**config.mk**
```make
export PLATFORM = sky130hd
export DESIGN_NAME = sqrt_mag_sq_feed
export DESIGN_NICKNAME = d
export VERILOG_FILES = /design/src/rtl/sqrt_mag_sq_feed.sv
export SDC_FILE = /design/constraint.sdc
export NUM_CORES = 1
export LEC_CHECK = 0
export CAP_MARGIN = 20
export CORE_MARGIN = 8
export CORE_UTILIZATION = 45
export DETAILED_ROUTE_END_ITERATION = 10
export HOLD_SLACK_MARGIN = 0.12
export PLACE_DENSITY = 0.77
export SLEW_MARGIN = 10
export SYNTH_ARGS = -nofsm -noshare
export SYNTH_HDL_FRONTEND = slang
export SYNTH_SLANG_ARGS = --single-unit
```
**constraint.sdc**
```tcl
create_clock -name clk -period 4 [get_ports clk]
set_input_delay 0.6 -clock clk [delete_from_list [all_inputs] [get_ports clk]]
set_output_delay 0.6 -clock clk [all_outputs]
set_load 0.03 [all_outputs]
```
**src/rtl/sqrt_mag_sq_feed.sv**
```systemverilog
// rtl/sqrt_mag_sq_feed.sv - squared-magnitude feeder for the pipelined square-root block
module sqrt_mag_sq_feed #(
    parameter int DATA_BITS = 8,
    localparam int OUT_BITS = 2 * DATA_BITS
) (
    input  logic                 clk,
    input  logic                 reset_n,
    input  logic                 in_valid,
    output logic                 in_ready,
    input  logic [DATA_BITS-1:0] x,
    input  logic [DATA_BITS-1:0] y,
    output logic                 busy,
    output logic                 start,
    output logic [OUT_BITS-1:0]  radicand
);

    localparam int CNT_W = (DATA_BITS > 2) ? $clog2(DATA_BITS) : 1;
    localparam logic [CNT_W-1:0] CNT_LAST = CNT_W'(DATA_BITS - 1);

    typedef enum logic [1:0] {
        IDLE = 2'd0,
        SQ_X = 2'd1,
        SQ_Y = 2'd2,
        DONE = 2'd3
    } state_t;

    state_t               state;
    state_t               state_next;
    logic [DATA_BITS-1:0] mag_x;
    logic [DATA_BITS-1:0] mag_y;
    logic [DATA_BITS-1:0] abs_x;
    logic [DATA_BITS-1:0] abs_y;
    logic [DATA_BITS-1:0] cur;
    logic [CNT_W-1:0]     bit_cnt;
    logic [OUT_BITS-1:0]  acc;
    logic [OUT_BITS-1:0]  partial;
    logic [OUT_BITS-1:0]  sum;
    logic                 last_bit;

    assign in_ready = (state == IDLE);
    assign busy     = (state != IDLE);

    // Magnitudes of the inputs and one shift-add step shared by both squares.
    // The most negative input negates to 2^(DATA_BITS-1), which still fits unsigned.
    always_comb begin
        abs_x    = x[DATA_BITS-1] ? (~x + DATA_BITS'(1)) : x;
        abs_y    = y[DATA_BITS-1] ? (~y + DATA_BITS'(1)) : y;
        cur      = (state == SQ_Y) ? mag_y : mag_x;
        partial  = cur[bit_cnt] ? (OUT_BITS'(cur) << bit_cnt) : '0;
        sum      = acc + partial;
        last_bit = (bit_cnt == CNT_LAST);
    end

    // State register.
    always_ff @(posedge clk or negedge reset_n) begin
        if (!reset_n) begin
            state <= IDLE;
        end else begin
            state <= state_next;
        end
    end

    // Next-state logic: each square takes exactly DATA_BITS edges, no early exit.
    always_comb begin
        state_next = state;
        case (state)
            IDLE:    if (in_valid) state_next = SQ_X;
            SQ_X:    if (last_bit) state_next = SQ_Y;
            SQ_Y:    if (last_bit) state_next = DONE;
            DONE:    state_next = IDLE;
            default: state_next = IDLE;
        endcase
    end

    // Datapath: capture magnitudes on accept, accumulate, publish sum with a start pulse.
    always_ff @(posedge clk or negedge reset_n) begin
        if (!reset_n) begin
            mag_x    <= '0;
            mag_y    <= '0;
            acc      <= '0;
            bit_cnt  <= '0;
            start    <= 1'b0;
            radicand <= '0;
        end else begin
            start <= 1'b0;
            case (state)
                IDLE: begin
                    if (in_valid) begin
                        mag_x   <= abs_x;
                        mag_y   <= abs_y;
                        acc     <= '0;
                        bit_cnt <= '0;
                    end
                end
                SQ_X, SQ_Y: begin
                    acc     <= sum;
                    bit_cnt <= last_bit ? '0 : bit_cnt + CNT_W'(1);
                    if ((state == SQ_Y) && last_bit) begin
                        radicand <= sum;
                        start    <= 1'b1;
                    end
                end
                default: ;
            endcase
        end
    end

endmodule

```
==> metrics, run 1 <==
Max VDD drop=277 µV; main combinational cell family by area after synthesis=compound AO/OA/AOI/OAI gates; fin util=0.526; TNS Setup=0 ns; Core ar.=0.00805 mm²; drt total wl=7890 µm; library cells used by synthesis=52; starting density of the core=0.455; Adder-Cell Fraction of Synth Area=0.0806; Clk pin slew, worst setup/hold paths=0.10 ns; number of remaining DRC errors=0; CP cell instances=inv_1 -> ha_4 -> buf_4 -> mux4_1 -> nor2_1 -> or3_1 -> a221oi_2 -> ha_1 -> a21o_1 -> a311o_1 -> a41oi_1 -> o21ai_0 -> xnor2_1 -> o21ai_0; total setup buffers inserted after CTS=0; CP Capture Type=flip-flop; post-synthesis instance area=0.00366 mm²; Worst Setup Path Type=reg2reg; Mean Syn Cell Area=9.16 µm²; CP Buf/Inv Count=2; post-synthesis compound-gate area fraction=0.186; Synth warnings=0; CTS tree=built; design area=0.00424 mm²; clk sink count=54; first-pass GRT wire length=13900 µm; endpoints failing setup=0; fin crit share=0.924; Wirelength per Cell=14.6 µm; total chip power=3.24 mW; clock root buffer=clkbuf_8; Via density=5.32; Ports=38; Initial DRC Count=83; clk buf depth=2; Post-synth EDFFs=0; top_reg_cell synth=dfrtp_1; hpwl dp=6180 µm; Worst Reg2Reg Path Length in Cells=14; antenna viol nets, final=0; Die Area=0.0113 mm²; vias in the first global route=2976; grt ovf=0; worst rel slew slack=0.551; GRT Max-Usage Layer=met2; Hold Crit Class=in2async; multiplexer share of the synthesized area=0.0960; max_cap viols=0; Hold Vio Cnt, Final=0; Slew @ Worst Pin=0.673 ns; standby leakage power=1.94 nW; via count=2873; sequential area share after synthesis=0.369; largest net degree at the start of global routing=55; post-synthesis simple-gate area fraction=0.173; RSZ-0062 raised after global routing=false; # port buffers=37; Worst R2R End=acc[13]; grt met3 use=0.0290; layout cells sized above 1=0.0943; XOR/XNOR Fraction of Synth Area=0.0478; total nets after synthesis=442; Area growth, synth to finish=15.6%; slowest CP cell=or3_1; PostCTS Resize Cnt=0; chip height=106 µm; worst r2r src=state[0]; Slew Viols, Final=0; clk_lat worst skew=0.30 ns; met1 usage=0.175; initial antenna violation count=0; crit-path leading delay family=compound AO/OA/AOI/OAI gates; WP data arrival=3.87 ns; met2 Usage GRT=0.262; pwr/cell area=765 mW/mm²; Die W=106 µm; Async SR Flop Fraction=1.00; Reg2Reg Setup Slack=0.31 ns; CTS Hold Bufs=0; cell mode on critical path=o21ai_0; Slowest Stage Delay on Critical Path=0.44 ns; status=complete, no violations; Final Hold Slack=0.413 ns; Max Clk Rate=271 MHz; WP data required=4.17 ns; synthesized instance count=400; placed cell areas=0.00412 mm²; Final Skew=0.00856 ns; H-tree Lvls=2; router iterations before antenna repair=4; n_diodes=0; Yosys reg bits=54; GRT Total Usage=0.147; fin crit period=3.69 ns; CP startpoint kind=flip-flop; NumNets Final=476; TritonCTS buffer count=5; Crit Path Max Fanout=7; RePlAce Congestion=0.911; FP Rows=33
==> layout by cell type (no fill, tap or decap), drive strengths merged, types with 8 or more instances in the layout <==
| cell type | instances |
|---|---|
| o21ai | 47 |
| mux4 | 11 |
| nor2 | 30 |
| inv | 16 |
| clkdlybuf4s50 | 36 |
| buf | 11 |
| ha | 22 |
| a21oi | 16 |
| xnor2 | 8 |
| nand2 | 70 |
| xor2 | 12 |
| dfrtp | 54 |
==> per-stage QoR <==
step,cells,worst slack (ns)
6_report,540,0.306
5_1_grt,540,0.0571
4_1_cts,540,0.0520
3_5_place_dp,532,0.0602
3_3_place_gp,532,0.122
2_1_floorplan,400,0.635
==> worst max-delay path by stage <==
stage / from / endpoint / slack [ns] / cells past startpoint
6_report: state[0] / acc[13] / 0.31 / 14
4_1_cts: state[0] / acc[13] / 0.05 / 14
3_3_place_gp: state[0] / acc[13] / 0.12 / 14
3_5_place_dp: state[0] / acc[13] / 0.06 / 14
5_1_grt: state[0] / acc[13] / 0.06 / 14
2_1_floorplan: state[0] / acc[12] / 0.63 / 16
==> cells in the mapped netlist (2+ instances only) <==
library cell	count	area [µm²]
a211oi_1	3	22.5
a21o_1	6	45.0
a21oi_1	15	75.1
a221oi_2	2	30.0
a22o_1	4	35.0
a31oi_1	2	12.5
a32o_1	3	30.0
and2_1	4	25.0
and3_1	6	37.5
buf_2	4	20.0
buf_6	4	45.0
clkbuf_1	11	41.3
dfrtp_1	54	1350
ha_1	22	275
inv_1	16	60.1
mux2_2	2	22.5
mux2i_1	7	70.1
mux4_1	3	78.8
mux4_2	8	180
nand2_1	70	263
nand2b_1	5	31.3
nand3_1	7	35.0
nor2_1	30	113
nor2b_1	2	12.5
nor3_1	7	35.0
o21a_1	2	15.0
o21ai_0	46	230
o21bai_1	3	22.5
o31ai_1	6	45.0
or3_1	6	37.5
xnor2_1	8	70.1
xor2_1	12	105
==> worst register-to-register path, delay by kind of cell (launching register included) <==
kind            cells  cell delay [ns]
xor+xnor            1             0.24
compound gates      6             1.48
buf+inv             2             0.30
mux                 1             0.15
fa+ha+maj           2             0.54
simple gates        2             0.48
flops               1             0.39
==> where the power goes <==
part / internal, mW / switching (mW) / leakage (nW) / total (mW)
registers: 0.745 / 0.173 / 0.710 / 0.918
clock network: 0.140 / 0.178 / 0.0482 / 0.318
logic: 0.865 / 1.14 / 1.18 / 2.00
total: 1.75 / 1.49 / 1.94 / 3.24
==> sequential cells by signal, summed over array words and instances (netlist names) <==
name	count
bit_cnt	3
radicand	16
acc	16
start	1
mag_x	8
mag_y	8
state	2
==> cells by family after synthesis <==
group / after synthesis
buffers and inverters: 36
flip-flops: 54
AND/OR/NAND/NOR: 142
adder cells (fa/ha/maj): 23
multiplexers: 20
XOR/XNOR: 20
AO/OA/AOI/OAI: 105
==> per-layer routing <==
metal,vias to the layer above,wire [µm]
met3,10,260
met2,47,3850
met5,-,0
met4,0,102
met1,1328,3670
li1,1488,-
==> layout make-up <==
| class | count | area [µm²] |
|---|---|---|
| Fill cell | 772 | 3810 |
| Sequential cell | 54 | 1350 |
| Multi-Input combinational cell | 310 | 2160 |
| Inverter | 16 | 60.1 |
| Clock inverter | 1 | 5.00 |
| Timing Repair Buffer | 47 | 440 |
| Tap cell | 105 | 131 |
| Clock buffer | 7 | 86.3 |
Power figures use the tool's default switching activity.
==> run 2, diff against run 1 <==
--- a/config.mk
+++ b/config.mk
@@ -6,11 +6,13 @@
 export NUM_CORES = 1
 export LEC_CHECK = 0
 export CAP_MARGIN = 20
+export CELL_PAD_IN_SITES_DETAIL_PLACEMENT = 0
+export CELL_PAD_IN_SITES_GLOBAL_PLACEMENT = 2
 export CORE_MARGIN = 8
-export CORE_UTILIZATION = 45
+export CORE_UTILIZATION = 36
 export DETAILED_ROUTE_END_ITERATION = 10
 export HOLD_SLACK_MARGIN = 0.12
-export PLACE_DENSITY = 0.77
+export PLACE_DENSITY = 0.92
 export SLEW_MARGIN = 10
 export SYNTH_ARGS = -nofsm -noshare
 export SYNTH_HDL_FRONTEND = slang
==> constraint.sdc (replaced) <==
create_clock -name clk -period 4 [get_ports clk]
set_input_delay 0.6 -clock clk [delete_from_list [all_inputs] [get_ports clk]]
set_output_delay 0.6 -clock clk [all_outputs]
set_load 0.05 [all_outputs]
==> metrics, run 2 (synthesized netlist as in run 1, its figures left out) <==
grt ovf=0 (unchanged); Ports=38 (unchanged); starting density of the core=0.363 (was 0.455); NumNets Final=474 (was 476); PostCTS Resize Cnt=0 (unchanged); leading cell type in the layout, fill and taps excluded=nand2_1 (unchanged); worst r2r src=state[0] (unchanged); hpwl dp=6370 µm (was 6180 µm); Clk pin slew, worst setup/hold paths=0.10 ns (about the same); Wirelength per Cell=14.2 µm (was 14.6 µm); Via density=5.11 (was 5.32); standby leakage power=1.93 nW (was 1.94 nW); crit-path leading delay family=compound AO/OA/AOI/OAI gates (unchanged); clk buf depth=2 (unchanged); GRT Total Usage=0.126 (was 0.147); WP data required=4.17 ns (about the same); vias in the first global route=2900 (was 2976); total setup buffers inserted after CTS=0 (unchanged); Hold Crit Class=in2async (unchanged); drt total wl=8070 µm (was 7890 µm); Hold Vio Cnt, Final=0 (unchanged); TNS Setup=0 ns (unchanged); fin crit period=3.67 ns (was 3.69 ns); cell mode on critical path=o21ai_0 (unchanged); Reg2Reg Setup Slack=0.33 ns (was 0.31 ns); H-tree Lvls=2 (unchanged); FP Rows=37 (was 33); slowest CP cell=or3_1 (unchanged); RePlAce Congestion=0.891 (was 0.911); TritonCTS buffer count=5 (unchanged); worst rel slew slack=0.602 (was 0.551); Worst R2R End=acc[13] (unchanged); Die W=117 µm (was 106 µm); Slowest Stage Delay on Critical Path=0.43 ns (was 0.44 ns); fin crit share=0.917 (was 0.924); largest net degree at the start of global routing=34 (was 55); Initial DRC Count=107 (was 83); clk_lat worst skew=0.30 ns (about the same); chip height=117 µm (was 106 µm); WP data arrival=3.84 ns (was 3.87 ns); CTS Hold Bufs=0 (unchanged); Max VDD drop=252 µV (was 277 µV); Worst Setup Path Type=reg2reg (unchanged); RSZ-0062 raised after global routing=false (unchanged); clock root buffer=clkbuf_8 (unchanged); Crit Path Max Fanout=7 (unchanged); n_diodes=0 (unchanged); Die Area=0.0137 mm² (was 0.0113 mm²); initial antenna violation count=0 (unchanged); clk sink count=54 (unchanged); CP Buf/Inv Count=2 (unchanged); endpoints failing setup=0 (unchanged); router iterations before antenna repair=4 (unchanged); CTS tree=built (unchanged); CP cell instances=inv_1 -> ha_4 -> buf_4 -> mux4_1 -> nor2_1 -> or3_1 -> a221oi_2 -> ha_1 -> a21o_1 -> a311o_1 -> a41oi_1 -> o21ai_0 -> xnor2_1 -> o21ai_0 (unchanged); max_cap viols=0 (unchanged); Slew Viols, Final=0 (unchanged); status=complete, no violations (unchanged); Worst Reg2Reg Path Length in Cells=14 (unchanged); antenna viol nets, final=0 (unchanged); # port buffers=37 (unchanged); first-pass GRT wire length=13800 µm (was 13900 µm); CP Capture Type=flip-flop (unchanged); Max Clk Rate=273 MHz (was 271 MHz); CP startpoint kind=flip-flop (unchanged); Core ar.=0.0101 mm² (was 0.00805 mm²); Slew @ Worst Pin=0.596 ns (was 0.673 ns); pwr/cell area=790 mW/mm² (was 765 mW/mm²); DP Worst Slack=0.158 ns (was 0.0602 ns); biggest regs=acc (16), radicand (16) (unchanged); number of remaining DRC errors=0 (unchanged); via count=2907 (was 2873); Final Skew=0.0101 ns (was 0.00856 ns); layout cells sized above 1=0.0878 (was 0.0943); most frequent cells in the layout=nand2_1, dfrtp_1, o21ai_0, clkdlybuf4s50_1, nor2_1 (unchanged); Area growth, synth to finish=16.7% (was 15.6%); worst setup margin=0.334 ns (was 0.306 ns)
[run 2: layout make-up]
class                           count  area, µm²
Multi-Input combinational cell    310       2160
Inverter                           16       60.1
Tap cell                          136        170
Clock buffer                        6       72.6
Clock inverter                      2       37.5
Timing Repair Buffer               45        425
Sequential cell                    54       1350
Fill cell                        1062       5820
[run 2: power breakdown]
| part | switching [mW] | leakage, nW | internal [mW] |
|---|---|---|---|
| Sequential | 0.176 | 0.709 | 0.746 |
| Clock | 0.177 | 0.0514 | 0.187 |
| Combinational | 1.24 | 1.17 | 0.848 |
| Total | 1.59 | 1.93 | 1.78 |
[run 2: worst max-delay path by stage]
stage,start,end,slack [ns],depth (start not counted)
5_1_grt,state[0],acc[13],0.03,14
6_report,state[0],acc[13],0.33,14
2_1_floorplan,state[0],acc[12],0.63,16
4_1_cts,state[0],acc[13],0.14,14
3_5_place_dp,state[0],radicand[13],0.16,14
3_3_place_gp,state[0],acc[13],0.20,14
[run 2: layer usage]
layer,GRT usage,wire (µm),vias to the layer above
met5,0,0,-
met3,0.0272,311,10
met1,0.158,3800,1361
met2,0.213,3800,51
met4,0.0367,149,0
li1,-,-,1485
[run 2: per-stage QoR]
step	std cells	hold slack (ns)	cell area [µm²]	util	power, mW
CTS	569	0.307	4260	0.422	3.39
finish	569	0.288	4270	0.424	3.37
detailed placement	561	0.469	4150	0.411	3.02
global route	569	0.320	4270	0.424	3.69
floorplan	400	0.304	3660	-	2.52
global placement	561	0.462	4150	0.411	2.99
